**src/rtl/sram_bridge.sv**
```systemverilog
// sram_bridge: bridges the cache's single-word memory request interface to an
// external asynchronous 16-bit SRAM. Each 32-bit access is split into two
// half-word cycles, low half first. Every SRAM strobe lasts WAITSTATES+1 cycles.
//
// Optional feature (macro SRAM_READBUF_EN): a one-entry read buffer. A read
// that hits the buffered word is answered one cycle after acceptance, with no
// SRAM cycle.
//
// Ports:
//   clk, reset             system clock; synchronous active-high reset
//   mem_addr               byte address from the cache (bits [1:0] ignored)
//   mem_in                 write data
//   mem_rdreq, mem_wrreq   read / write request, sampled only while mem_ready
//   mem_out                read data (holds its value between reads)
//   mem_out_valid          one-cycle pulse marking new mem_out data
//   mem_ready              high only in IDLE
//   sram_addr              half-word address to the SRAM
//   sram_dq_out/_in/_oe    data pad out / in / output enable
//   sram_ce_n/oe_n/we_n    active-low SRAM strobes (all registered)
module sram_bridge #(
  parameter int ADDRBITS     = 32,
  parameter int DATABITS     = 32,
  parameter int SRAMADDRBITS = 18,
  parameter int WAITSTATES   = 1
) (
  input  logic                    clk,
  input  logic                    reset,
  input  logic [ADDRBITS-1:0]     mem_addr,
  input  logic [DATABITS-1:0]     mem_in,
  input  logic                    mem_rdreq,
  input  logic                    mem_wrreq,
  output logic [DATABITS-1:0]     mem_out,
  output logic                    mem_out_valid,
  output logic                    mem_ready,
  output logic [SRAMADDRBITS-1:0] sram_addr,
  output logic [15:0]             sram_dq_out,
  input  logic [15:0]             sram_dq_in,
  output logic                    sram_dq_oe,
  output logic                    sram_ce_n,
  output logic                    sram_oe_n,
  output logic                    sram_we_n
);

  localparam int HALF     = DATABITS / 2;
  localparam int WORDBITS = ADDRBITS - 2;
  localparam int SW       = SRAMADDRBITS - 1;  // word-index bits that reach the SRAM
  localparam int CNTW     = (WAITSTATES > 0) ? $clog2(WAITSTATES + 1) : 1;
  localparam logic [CNTW-1:0] CNT_LAST = CNTW'(WAITSTATES);

  typedef enum logic [2:0] {IDLE, RD, WR_SETUP, WR_PULSE, WR_HOLD, DONE} state_t;

  state_t                    state_q, state_d;
  logic                      half_q, half_d;
  logic [CNTW-1:0]           cnt_q, cnt_d;
  logic [WORDBITS-1:0]       word_q, word_d;
  logic [DATABITS-1:0]       wdata_q, wdata_d;
  logic [DATABITS-1:0]       mem_out_d;
  logic                      mem_out_valid_d;
  logic [SRAMADDRBITS-1:0]   addr_d;
  logic [15:0]               dq_out_d;
  logic                      dq_oe_d, ce_n_d, oe_n_d, we_n_d;

  logic [WORDBITS-1:0]       req_word;
  logic                      strobe_last;
  logic                      buf_hit;
  logic [DATABITS-1:0]       buf_rdata;

  assign req_word    = mem_addr[ADDRBITS-1:2];
  assign strobe_last = (cnt_q == CNT_LAST);
  assign mem_ready   = (state_q == IDLE);

  // Byte-offset bits and word-index bits above the SRAM's reach are unused.
  logic unused_bits;
  assign unused_bits = ^{mem_addr[1:0], word_q[WORDBITS-1:SW]};

`ifdef SRAM_READBUF_EN
  logic                buf_valid_q;
  logic [WORDBITS-1:0] buf_word_q;
  logic [DATABITS-1:0] buf_data_q;

  assign buf_hit   = buf_valid_q && (buf_word_q == req_word);
  assign buf_rdata = buf_data_q;

  // NOTE: only the valid bit needs a reset; tag and data are meaningless
  // until valid is set, so they are left as plain data registers.
  always_ff @(posedge clk) begin
    if (reset) begin
      buf_valid_q <= 1'b0;
    end else if (state_q == IDLE && mem_wrreq && buf_hit) begin
      buf_valid_q <= 1'b0;
    end else if (state_q == RD && strobe_last && half_q) begin
      buf_valid_q <= 1'b1;
    end
  end

  always_ff @(posedge clk) begin
    if (state_q == RD && strobe_last && half_q) begin
      buf_word_q <= word_q;
      buf_data_q <= {sram_dq_in, mem_out[HALF-1:0]};
    end
  end
`else
  assign buf_hit   = 1'b0;
  assign buf_rdata = '0;
`endif

  // NOTE: every variable gets its hold/default value first so that no path
  // through the case leaves one unassigned, which would infer a latch.
  always_comb begin
    state_d         = state_q;
    half_d          = half_q;
    cnt_d           = cnt_q;
    word_d          = word_q;
    wdata_d         = wdata_q;
    mem_out_d       = mem_out;
    mem_out_valid_d = 1'b0;
    addr_d          = sram_addr;
    dq_out_d        = sram_dq_out;
    dq_oe_d         = sram_dq_oe;
    ce_n_d          = sram_ce_n;
    oe_n_d          = sram_oe_n;
    we_n_d          = sram_we_n;

    case (state_q)
      IDLE: begin
        // A write wins over a simultaneous read; the read is dropped.
        if (mem_wrreq) begin
          state_d  = WR_SETUP;
          half_d   = 1'b0;
          cnt_d    = '0;
          word_d   = req_word;
          wdata_d  = mem_in;
          addr_d   = {req_word[SW-1:0], 1'b0};
          dq_out_d = mem_in[HALF-1:0];
          dq_oe_d  = 1'b1;
          ce_n_d   = 1'b0;
          we_n_d   = 1'b1;
        end else if (mem_rdreq && buf_hit) begin
          state_d         = DONE;
          mem_out_d       = buf_rdata;
          mem_out_valid_d = 1'b1;
        end else if (mem_rdreq) begin
          state_d = RD;
          half_d  = 1'b0;
          cnt_d   = '0;
          word_d  = req_word;
          addr_d  = {req_word[SW-1:0], 1'b0};
          ce_n_d  = 1'b0;
          oe_n_d  = 1'b0;
        end
      end

      RD: begin
        if (strobe_last) begin
          cnt_d = '0;
          if (half_q) mem_out_d[DATABITS-1:HALF] = sram_dq_in;
          else        mem_out_d[HALF-1:0]        = sram_dq_in;
          if (!half_q) begin
            half_d = 1'b1;
            addr_d = {word_q[SW-1:0], 1'b1};
          end else begin
            state_d         = DONE;
            ce_n_d          = 1'b1;
            oe_n_d          = 1'b1;
            mem_out_valid_d = 1'b1;
          end
        end else begin
          cnt_d = cnt_q + 1'b1;
        end
      end

      WR_SETUP: begin
        state_d = WR_PULSE;
        cnt_d   = '0;
        we_n_d  = 1'b0;
      end

      WR_PULSE: begin
        if (strobe_last) begin
          state_d = WR_HOLD;
          we_n_d  = 1'b1;
        end else begin
          cnt_d = cnt_q + 1'b1;
        end
      end

      WR_HOLD: begin
        if (!half_q) begin
          state_d  = WR_SETUP;
          half_d   = 1'b1;
          addr_d   = {word_q[SW-1:0], 1'b1};
          dq_out_d = wdata_q[DATABITS-1:HALF];
        end else begin
          state_d = DONE;
          ce_n_d  = 1'b1;
          dq_oe_d = 1'b0;
        end
      end

      DONE: state_d = IDLE;

      default: state_d = IDLE;
    endcase
  end

  // NOTE: sequential state uses non-blocking assignments so every register
  // samples pre-edge values regardless of process ordering.
  always_ff @(posedge clk) begin
    if (reset) begin
      state_q       <= IDLE;
      half_q        <= 1'b0;
      cnt_q         <= '0;
      word_q        <= '0;
      wdata_q       <= '0;
      mem_out       <= '0;
      mem_out_valid <= 1'b0;
      sram_addr     <= '0;
      sram_dq_out   <= '0;
      sram_dq_oe    <= 1'b0;
      sram_ce_n     <= 1'b1;
      sram_oe_n     <= 1'b1;
      sram_we_n     <= 1'b1;
    end else begin
      state_q       <= state_d;
      half_q        <= half_d;
      cnt_q         <= cnt_d;
      word_q        <= word_d;
      wdata_q       <= wdata_d;
      mem_out       <= mem_out_d;
      mem_out_valid <= mem_out_valid_d;
      sram_addr     <= addr_d;
      sram_dq_out   <= dq_out_d;
      sram_dq_oe    <= dq_oe_d;
      sram_ce_n     <= ce_n_d;
      sram_oe_n     <= oe_n_d;
      sram_we_n     <= we_n_d;
    end
  end

endmodule

```
**config.mk**
```make
export PLATFORM = sky130hd
export DESIGN_NAME = sram_bridge
export DESIGN_NICKNAME = d
export VERILOG_FILES = /design/src/rtl/sram_bridge.sv
export SDC_FILE = /design/constraint.sdc
export NUM_CORES = 1
export LEC_CHECK = 0
export ABC_AREA = 1
export CORE_MARGIN = 8
export CORE_UTILIZATION = 35
export CTS_CLUSTER_SIZE = 28
export DETAILED_ROUTE_END_ITERATION = 12
export PLACE_DENSITY_LB_ADDON = 0.15
export SYNTH_ARGS = -nofsm -noshare
export SYNTH_HDL_FRONTEND = slang
export SYNTH_SLANG_ARGS = --single-unit
```
**constraint.sdc**
```tcl
create_clock -name clk -period 2.1 [get_ports clk]
set_clock_uncertainty 0.2 [all_clocks]
set_input_delay 0.21 -clock clk [delete_from_list [all_inputs] [get_ports clk]]
set_output_delay 0.21 -clock clk [all_outputs]
set_load 0.01 [all_outputs]
```
# ---- Word level (Yosys, flattened, before mapping)
# Index checks and enable logic that the tools add are counted.
dict set report word_totals {
  ff_bits 125
  latchBits 0
  mem_bits_rw 0
  romBits 0
  input_bits 84
  out_inout_bits 72
  word_cells 86
  memories 0
}
dict set report op_classes {
  add_sub_neg 1
  n_mul 0
  div 0
  n_lt_le_gt_ge 0
  eq_ne 13
  n_shift 0
  n_mux 36
  n_bitwise 3
  n_reduce_logical 19
}
# op n
set op_table {}
lappend op_table {{18-bit two-way mux} 4}
lappend op_table {{18-bit case mux with 3 select lines} 1}
lappend op_table {{17-bit two-way mux} 2}
lappend op_table {{16-bit two-way mux} 2}
lappend op_table {{16-bit case mux with 2 select lines} 1}
lappend op_table {{3-bit two-way mux} 6}
lappend op_table {{3-bit AND reduction} 6}
lappend op_table {{2-bit inequality test, second input constant} 8}
lappend op_table {{3-bit case mux with 5 select lines} 1}
lappend op_table {{1-bit two-way mux} 13}
lappend op_table {{1-bit case mux with 3 select lines} 3}
lappend op_table {{3-bit by 2-bit equality test with 1-bit output, second input constant} 2}
lappend op_table {{2-bit AND reduction} 3}
lappend op_table {{2-bit nonzero test} 3}
lappend op_table {{3-bit nonzero test} 2}
lappend op_table {{5-bit AND reduction} 1}
lappend op_table {{1-bit case mux with 2 select lines} 2}
lappend op_table {{1-bit case mux with 4 select lines} 1}
lappend op_table {{4-bit AND reduction} 1}
lappend op_table {{4-bit nonzero test} 1}
lappend op_table {{3-bit by 1-bit equality test with 1-bit output, second input constant} 1}
lappend op_table {{3-bit equality test, second input constant} 1}
lappend op_table {{3-bit logical NOT} 1}
lappend op_table {{3-bit inequality test, second input constant} 1}
lappend op_table {{other kinds (3)} 5}

# ---- Logic depth before layout (Yosys ltp)
# Gate-level depths: netlist of run 1.
dict set report logic_depth {
  ltp_word 3
  ltp_mapped 10
  ltp_nobuf 8
}

# ---- Worst setup path after synthesis of run 1
# No wires, ideal clock.
dict set report synth_timing {
  kind {register to register}
  startpoint {reg state_q[2]}
  endpoint {reg mem_out[23]}
  setup_ns 0.116
  t_arrival_ns 1.249
  required_time_ns 1.784
  path_slack_ns 0.535
  stages_incl_launch_ff 9
  n_path_buf 2
  period_less_slack_ns 1.565
  path_cell_list {dfxtp_1 > buf_4 > inv_2 > nand3_4 > nor3_4 > inv_2 > buf_6 > nor2_1 > nor2_1}
}
dict set report synth_via {
  elab_chain_cells 2
}
# element line_no
set synth_rtl {}
lappend synth_rtl {{start, declared} 52} ;# state_t state_q, state_d;
lappend synth_rtl {{start signal, assigned} 224} ;# state_q <= state_d;
lappend synth_rtl {{3-bit by 1-bit equality test with 1-bit output} 124} ;# case (state_q)
lappend synth_rtl {{3-bit AND reduction (no line)} -}
lappend synth_rtl {{end signal, assigned} 229} ;# mem_out <= mem_out_d;
lappend synth_rtl {{end, declared} 32} ;# output logic [DATABITS-1:0] mem_out,
# Every way passes these cells.
# A chain may end at the register's enable or synchronous reset.

# ---- Final worst setup path of run 1
dict set report layout_timing {
  startpoint {reg state_q[1]}
  endpoint {reg sram_addr[1]}
}
dict set report layout_via {
  elab_chain_cells 3
  word_cells_on_any_way 8
  cone_classes {eq/ne (4); mux (1); reduce/logical (3)}
}
# element line_no
set layout_rtl {}
lappend layout_rtl {{3-bit by 1-bit equality test with 1-bit output (tied with other cells)} 124}
lappend layout_rtl {{2-bit inequality test (no line) (tied with other cells)} -}
lappend layout_rtl {{3-bit AND reduction (no line)} -}
lappend layout_rtl {{end signal, assigned} 231} ;# sram_addr <= addr_d;
lappend layout_rtl {{end, declared} 35} ;# output logic [SRAMADDRBITS-1:0] sram_addr,
# Parallel ways exist; a longest one is shown, timed or not.

==> reports/metrics.yaml, run 1 <==
global_routing:
  grt_pass1_vias: 3912
  grt_start_max_net_pins: 36
  gr-total-overflow: 0
  grt_pass1_wl_mm: 19.5
  antenna_found_initial: 0
  grt_util_all_layers_pct: 14.6
pwr:
  max-vdd-ir-drop_uv: 541
  sw_frac_of_total_pct: 36.6
  p_seq_share_pct: 37.3
  clockPowerShare_pct: 21.3
  pwr-share-comb_pct: 41.5
  p_sw_mw: 2.86
  power_density_nw_per_um2: 1210
  leakage_nw: 2.78
  p_int_mw: 4.95
sta:
  setup_viol: 0
  hold_viol_final: 0
  max-slew-margin-rel_pct: 65.3
  holdWs_ns: 0.247
  fmax_mhz: 539
  fin_crit_ns: 1.85
  tightest_slew_ns: 0.520
  final.setup.tns_ns: 0
  rsz0062_at_grt: "false"
  slew_violations: 0
  fin_crit_sh_pct: 88.3
critical_path:
  crit_type: "reg2reg"
  path_max_fanout: 35
  crit_end: "sram_addr[1]"
  critPathLaunchType: "register"
  crit_family: "simple AND/OR/NAND/NOR gates"
  max_stage_delay_ns: 0.45
  worstPathRequired_ns: 2.14
  rrSetupSlack_ns: 0.25
  crit_cells: 7
  cp-end-kind: "register"
  path_cells: "inv_2 > nand3_4 > nand2_8 > nand2_4 > nand3_4 > nor2_1 > nor2_1"
  cp.arrival_ns: 1.89
  startpoint: "state_q[1]"
  timing.rr.end: "sram_addr[1]"
  rr_worst_depth: 7
  cp_num_buf_inv: 1
  r2r-start: "state_q[1]"
  cpMaxStageDelayCell: "dfxtp_1"
placement:
  place_area_sq_um: 6100
  hpwlAfterDp_mm: 8.97
  dp_cells: 926
  io_buffers: 140
  gp_congestion: 0.844
floorplanning:
  initial_utilization_pct: 35.9
  die-area_sq_um: 16900
  fp.dieH_microns: 130
  rows: 41
  fp.coreArea_sq_um: 12700
  io_pins: 156
  die_w_microns: 130
final_layout:
  num-fill-cells: 1289
  n_antenna_cell: 0
  area_growth_pct: 41.4
  final_core_utilization_pct: 50.7
  design_area_sq_um: 6430
  stdcell_count: 946
  drive_gt1_share_pct: 6.72
  nets: 853
cts:
  holdBufCountCts: 0
  cts_buffer_depth: 2
  clkTransAtPathRegs_ns: 0.07
  cts-root-buf: "clkbuf_16"
  cts_tree: "built"
  cts_buffers: 9
  htreeDepth: 3
  worstSkewPairLatency_ns: 0.34
  cts.sinks: 109
outcome:
  status: "completed"
synthesis:
  synth_common_cells: "142 x nor2_1, 136 x nand2_1, 109 x dfxtp_1, 81 x o21ai_0, 40 x a21oi_1"
  ys_async_sr_fraction_pct: 0
  synth_area_per_cell_sq_um: 7.16
  netlist.area_leader.share_pct: 48.0
  synth_largest_area_cell: "dfxtp_1"
  synth-edff-count: 0
  ys_types: 26
  synth.most_common_cell: "nor2_1"
  ys_ff_latch: 109
  synth_ff_type: "dfxtp_1"
  syn_nets: 719
  yosysSeqAreaShare_pct: 48.0
  synthTopCellsByArea: "dfxtp_1 48%, nor2_1 12%, nand2_1 11%, o21ai_0 8.9%, a21oi_1 4.4%"
  ys_warn_count: 0
  netlist_area_sq_um: 4550
  syn_inst: 635
detailed_routing:
  drt_pass1_iterations: 4
  viasPerCell: 4.51
  drc: 0
  drt-initial-drc-count: 177
  routedWlPerCell_microns: 13.3
  wl_mm: 12.6
  vias: 4271
  postRouteAntennaNets: 0
run:
  drv_cap: 0
min_path:
  min_path_type: "reg2reg"
## power by group through the flow
stage	Combinational, mW	Clock (mW)	Sequential (mW)
finish	3.24	1.66	2.91
global route	3.61	1.79	2.97
CTS	3.24	1.71	2.91
detailed placement	3.21	0	2.95
global placement	3.18	0	2.93
floorplan	1.93	0	3.05
## layout make-up
class | count | area (sq um) | share of cell area [%]
sequential | 109 | 2180 | 34.0
multi-input combinational | 445 | 1990 | 30.9
timing repair buffer | 158 | 1570 | 24.5
clock buffer | 16 | 292 | 4.54
tap | 172 | 215 | 3.35
inverter | 46 | 178 | 2.76
## how the worst min path moves through the flow
| stage | start | end | slack, ns | cells after the start |
|---|---|---|---|---|
| 4_1_cts | wdata_q[20] | wdata_q[20] | 0.25 | 2 |
| 3_5_place_dp | wdata_q[16] | wdata_q[16] | 0.24 | 2 |
| 2_1_floorplan | sram_dq_in[0] | mem_out[0] | 0.14 | 2 |
| 5_1_grt | wdata_q[20] | wdata_q[20] | 0.27 | 2 |
| 6_report | wdata_q[17] | wdata_q[17] | 0.25 | 2 |
| 3_3_place_gp | wdata_q[31] | wdata_q[31] | 0.23 | 2 |
## registers in the layout (all words and copies together) (netlist names)
name and cells:
cnt_q 1, half_q 1, mem_out 32, mem_out_valid 1, sram_addr 18, sram_ce_n 1
sram_dq_oe 1, sram_dq_out 16, sram_oe_n 1, sram_we_n 1, state_q 3, wdata_q 16
word_q 17
## placed cells by master, fill, tap and decap left out, drive strengths merged
cell type | netlist | layout
clkbuf | 15 | 16
o21ai | 85 | 85
dlygate4sd2 | 0 | 1
nor3 | 4 | 4
nand3 | 26 | 26
a21oi | 40 | 40
a31oi | 1 | 1
clkdlybuf4s50 | 0 | 139
inv | 44 | 44
nand4 | 2 | 2
dfxtp | 109 | 109
buf | 20 | 18
nor2 | 145 | 145
nand2 | 142 | 142
clkinv | 2 | 2
## cells by family after synthesis
| kind of cell | Yosys count | share of synthesized area (%) |
|---|---|---|
| flops | 109 | 48.0 |
| compound gates | 126 | 14.1 |
| buf+inv | 81 | 8.31 |
| simple gates | 319 | 29.5 |
## metrics by stage
stage / setup slack [ns] / total power, mW
after CTS: 0.0481 / 7.86
after global placement: 0.115 / 6.11
final: 0.246 / 7.80
after detailed placement: 0.0667 / 6.16
after floorplan: 0.535 / 4.97
after global routing: 0.0659 / 8.37
## metal layers
layer / GRT usage, % / wire length (microns)
met1: 17.1 / 5630
met3: 6.32 / 1020
met4: 6.08 / 256
met2: 23.0 / 5650
met5: 0 / 0
## tightest hold or removal path, cell delays in order (launching register included)
cell and delay [ns]:
dfxtp_1 0.30, inv_1 0.05, a21oi_1 0.05
## what timing repair did
item,CTS,global route
gates resized for setup,1,1
buffers inserted,1,3
endpoints found under the hold margin,0,0
endpoints found under the setup margin,1,33
pin swaps,1,0
Power figures use the tool's default switching activity.
==> run 2, diff against run 1 <==
- MAX_ROUTING_LAYER: not set -> met4
==> run 2 against run 1 <==
Against the previous run:
- combinational power is essentially flat
- worst setup slack got worse by 0.0018 ns
- sequential cell count unchanged
- register-to-register slack about the same
- sequential share of layout area stayed put
- cell count unchanged
- highest routed layer unchanged
==> reports/metrics.yaml, run 2 (synthesis gave the netlist of run 1 again) <==
final_layout:
  num-fill-cells: 1289  # unchanged
  final_common_cell: "nor2_1"
  drive_gt1_share_pct: 6.72  # unchanged
  nets: 853  # unchanged
  area_growth_pct: 41.4  # unchanged
  register_area_sq_um: 2180  # unchanged
  n_antenna_cell: 0  # unchanged
  multiInputGateArea_sq_um: 1990  # unchanged
  design_area_sq_um: 6430  # unchanged
  largest_register_ffs: 32  # unchanged
  top_register: "mem_out"
  top_regs: "mem_out (32), sram_addr (18), word_q (17)"
  most-common-layout-cells: "142 x nor2_1, 139 x clkdlybuf4s50_1, 136 x nand2_1, 108 x dfxtp_1, 81 x o21ai_0"
floorplanning:
  die_w_microns: 130  # unchanged
  rows: 41  # unchanged
  initial_utilization_pct: 35.9  # unchanged
  io_pins: 156  # unchanged
  fp.dieH_microns: 130  # unchanged
  die-area_sq_um: 16900  # unchanged
  fp.coreArea_sq_um: 12700  # unchanged
critical_path:
  timing.rr.end: "sram_addr[1]"
  rrSetupSlack_ns: 0.24  # about the same
  cp-end-kind: "register"
  rr_worst_depth: 7  # unchanged
  cpMaxStageDelayCell: "dfxtp_1"
  r2r-start: "state_q[1]"
  max_stage_delay_ns: 0.45  # about the same
  critPathLaunchType: "register"
  path_max_fanout: 35  # unchanged
  path_cells: "inv_2 > nand3_4 > nand2_8 > nand2_4 > nand3_4 > nor2_1 > nor2_1"
  worstPathRequired_ns: 2.14  # about the same
  crit_type: "reg2reg"
  cp.arrival_ns: 1.89  # about the same
run:
  drv_cap: 0  # unchanged
detailed_routing:
  wl_mm: 12.6  # about the same
  drt_pass1_iterations: 4  # unchanged
  vias: 4277  # +0.14%
  drt-initial-drc-count: 175  # -1.1%
  viasPerCell: 4.52  # +0.14%
  postRouteAntennaNets: 0  # unchanged
  routedWlPerCell_microns: 13.3  # about the same
  drc: 0  # unchanged
cts:
  cts_tree: "built"
  cts.sinks: 109  # unchanged
  cts-root-buf: "clkbuf_16"
  htreeDepth: 3  # unchanged
  clkTransAtPathRegs_ns: 0.07  # about the same
  cts_buffer_depth: 2  # unchanged
  worstSkewPairLatency_ns: 0.35  # about the same
  cts_buffers: 9  # unchanged
pwr:
  max-vdd-ir-drop_uv: 540  # -0.18%
  leakage_nw: 2.78  # unchanged
  power_density_nw_per_um2: 1210  # about the same
sta:
  rsz0062_at_grt: "false"
  setup_viol: 0  # unchanged
  tightest_slew_ns: 0.521  # +0.000303 ns
  fin_crit_ns: 1.86  # +0.00183 ns
  fin_ws_ns: 0.244  # -0.00183 ns
  max-slew-margin-rel_pct: 65.3  # about the same
  final.setup.tns_ns: 0  # unchanged
  fmax_mhz: 539  # about the same
  hold_viol_final: 0  # unchanged
  slew_violations: 0  # unchanged
  fin_crit_sh_pct: 88.4  # about the same
global_routing:
  grt_pass1_wl_mm: 19.4  # -0.28%
  grt_pass1_vias: 3925  # +0.33%
  antenna_found_initial: 0  # unchanged
  gr-total-overflow: 0  # unchanged
  grt_start_max_net_pins: 36  # unchanged
  grt_util_all_layers_pct: 15.0  # +0.42 points
placement:
  place_area_sq_um: 6100  # unchanged
  gp_congestion: 0.857  # +1.6%
  hpwlAfterDp_mm: 8.97  # unchanged
  io_buffers: 140  # unchanged
  pre_cts_ws_ns: 0.0667  # unchanged
min_path:
  hp-start: "wdata_q[17]"
  hold_end: "wdata_q[17]"
  hold_path_depth: 2  # unchanged
  min_path_type: "reg2reg"
outcome:
  status: "completed"
## run 2: layer usage
metal	up-vias	track usage [%]	routed length (microns)	part of all wire, %
li1	2275	-	-	-
met2	109	23.0	5680	45
met4	0	6.08	224	1.8
met1	1880	17.8	5880	47
met5	-	-	0	0
met3	13	5.22	762	6.1
## run 2: critical path: cells and delay by family (launching register included)
family | cells | cell delay, ns
simple gates | 6 | 0.95
flops | 1 | 0.45
buf+inv | 1 | 0.13
## run 2: through the flow
step	hold WS (ns)	utilization [%]	instances	power (mW)
floorplan	0.145	-	635	4.97
global placement	0.232	48.2	926	6.11
detailed placement	0.240	48.2	926	6.16
CTS	0.251	50.5	943	7.86
global route	0.274	50.7	946	8.37
finish	0.247	50.7	946	7.80
## run 2: timing repair
| item | CTS | global route |
|---|---|---|
| setup buffers | 1 | 3 |
| gates resized for setup | 1 | 1 |
| hold endpoints to repair | 0 | 0 |
| hold buffers | 0 | 0 |
| endpoints found under the setup margin | 1 | 33 |
| gates cloned | 0 | 0 |
| pin swaps | 1 | 0 |
## run 2: worst max path at each step
stage | start | end | slack (ns)
2_1_floorplan | state_q[2] | mem_out[23] | 0.53
3_3_place_gp | state_q[2] | sram_addr[3] | 0.11
3_5_place_dp | state_q[2] | sram_addr[3] | 0.07
4_1_cts | state_q[2] | sram_addr[1] | 0.05
5_1_grt | state_q[1] | sram_addr[16] | 0.07
6_report | state_q[1] | sram_addr[1] | 0.24
## run 2: cell type report
class | instances | area share, %
Clock buffer | 16 | 4.54
Inverter | 46 | 2.76
Multi-Input combinational cell | 445 | 30.9
Sequential cell | 109 | 34.0
Tap cell | 172 | 3.35
Timing Repair Buffer | 158 | 24.5
## run 2: power by group
part / switching (mW) / leakage, nW / internal (mW)
sequential: 0.290 / 0.895 / 2.62
clock: 0.718 / 0.143 / 0.937
combinational: 1.84 / 1.74 / 1.39
total: 2.85 / 2.78 / 4.95
==> run 3, diff against run 2 <==
- SLEW_MARGIN: not set -> 25
==> results of run 3 <==
Same layout as run 2: the final DEF is identical, and so are final timing and power.
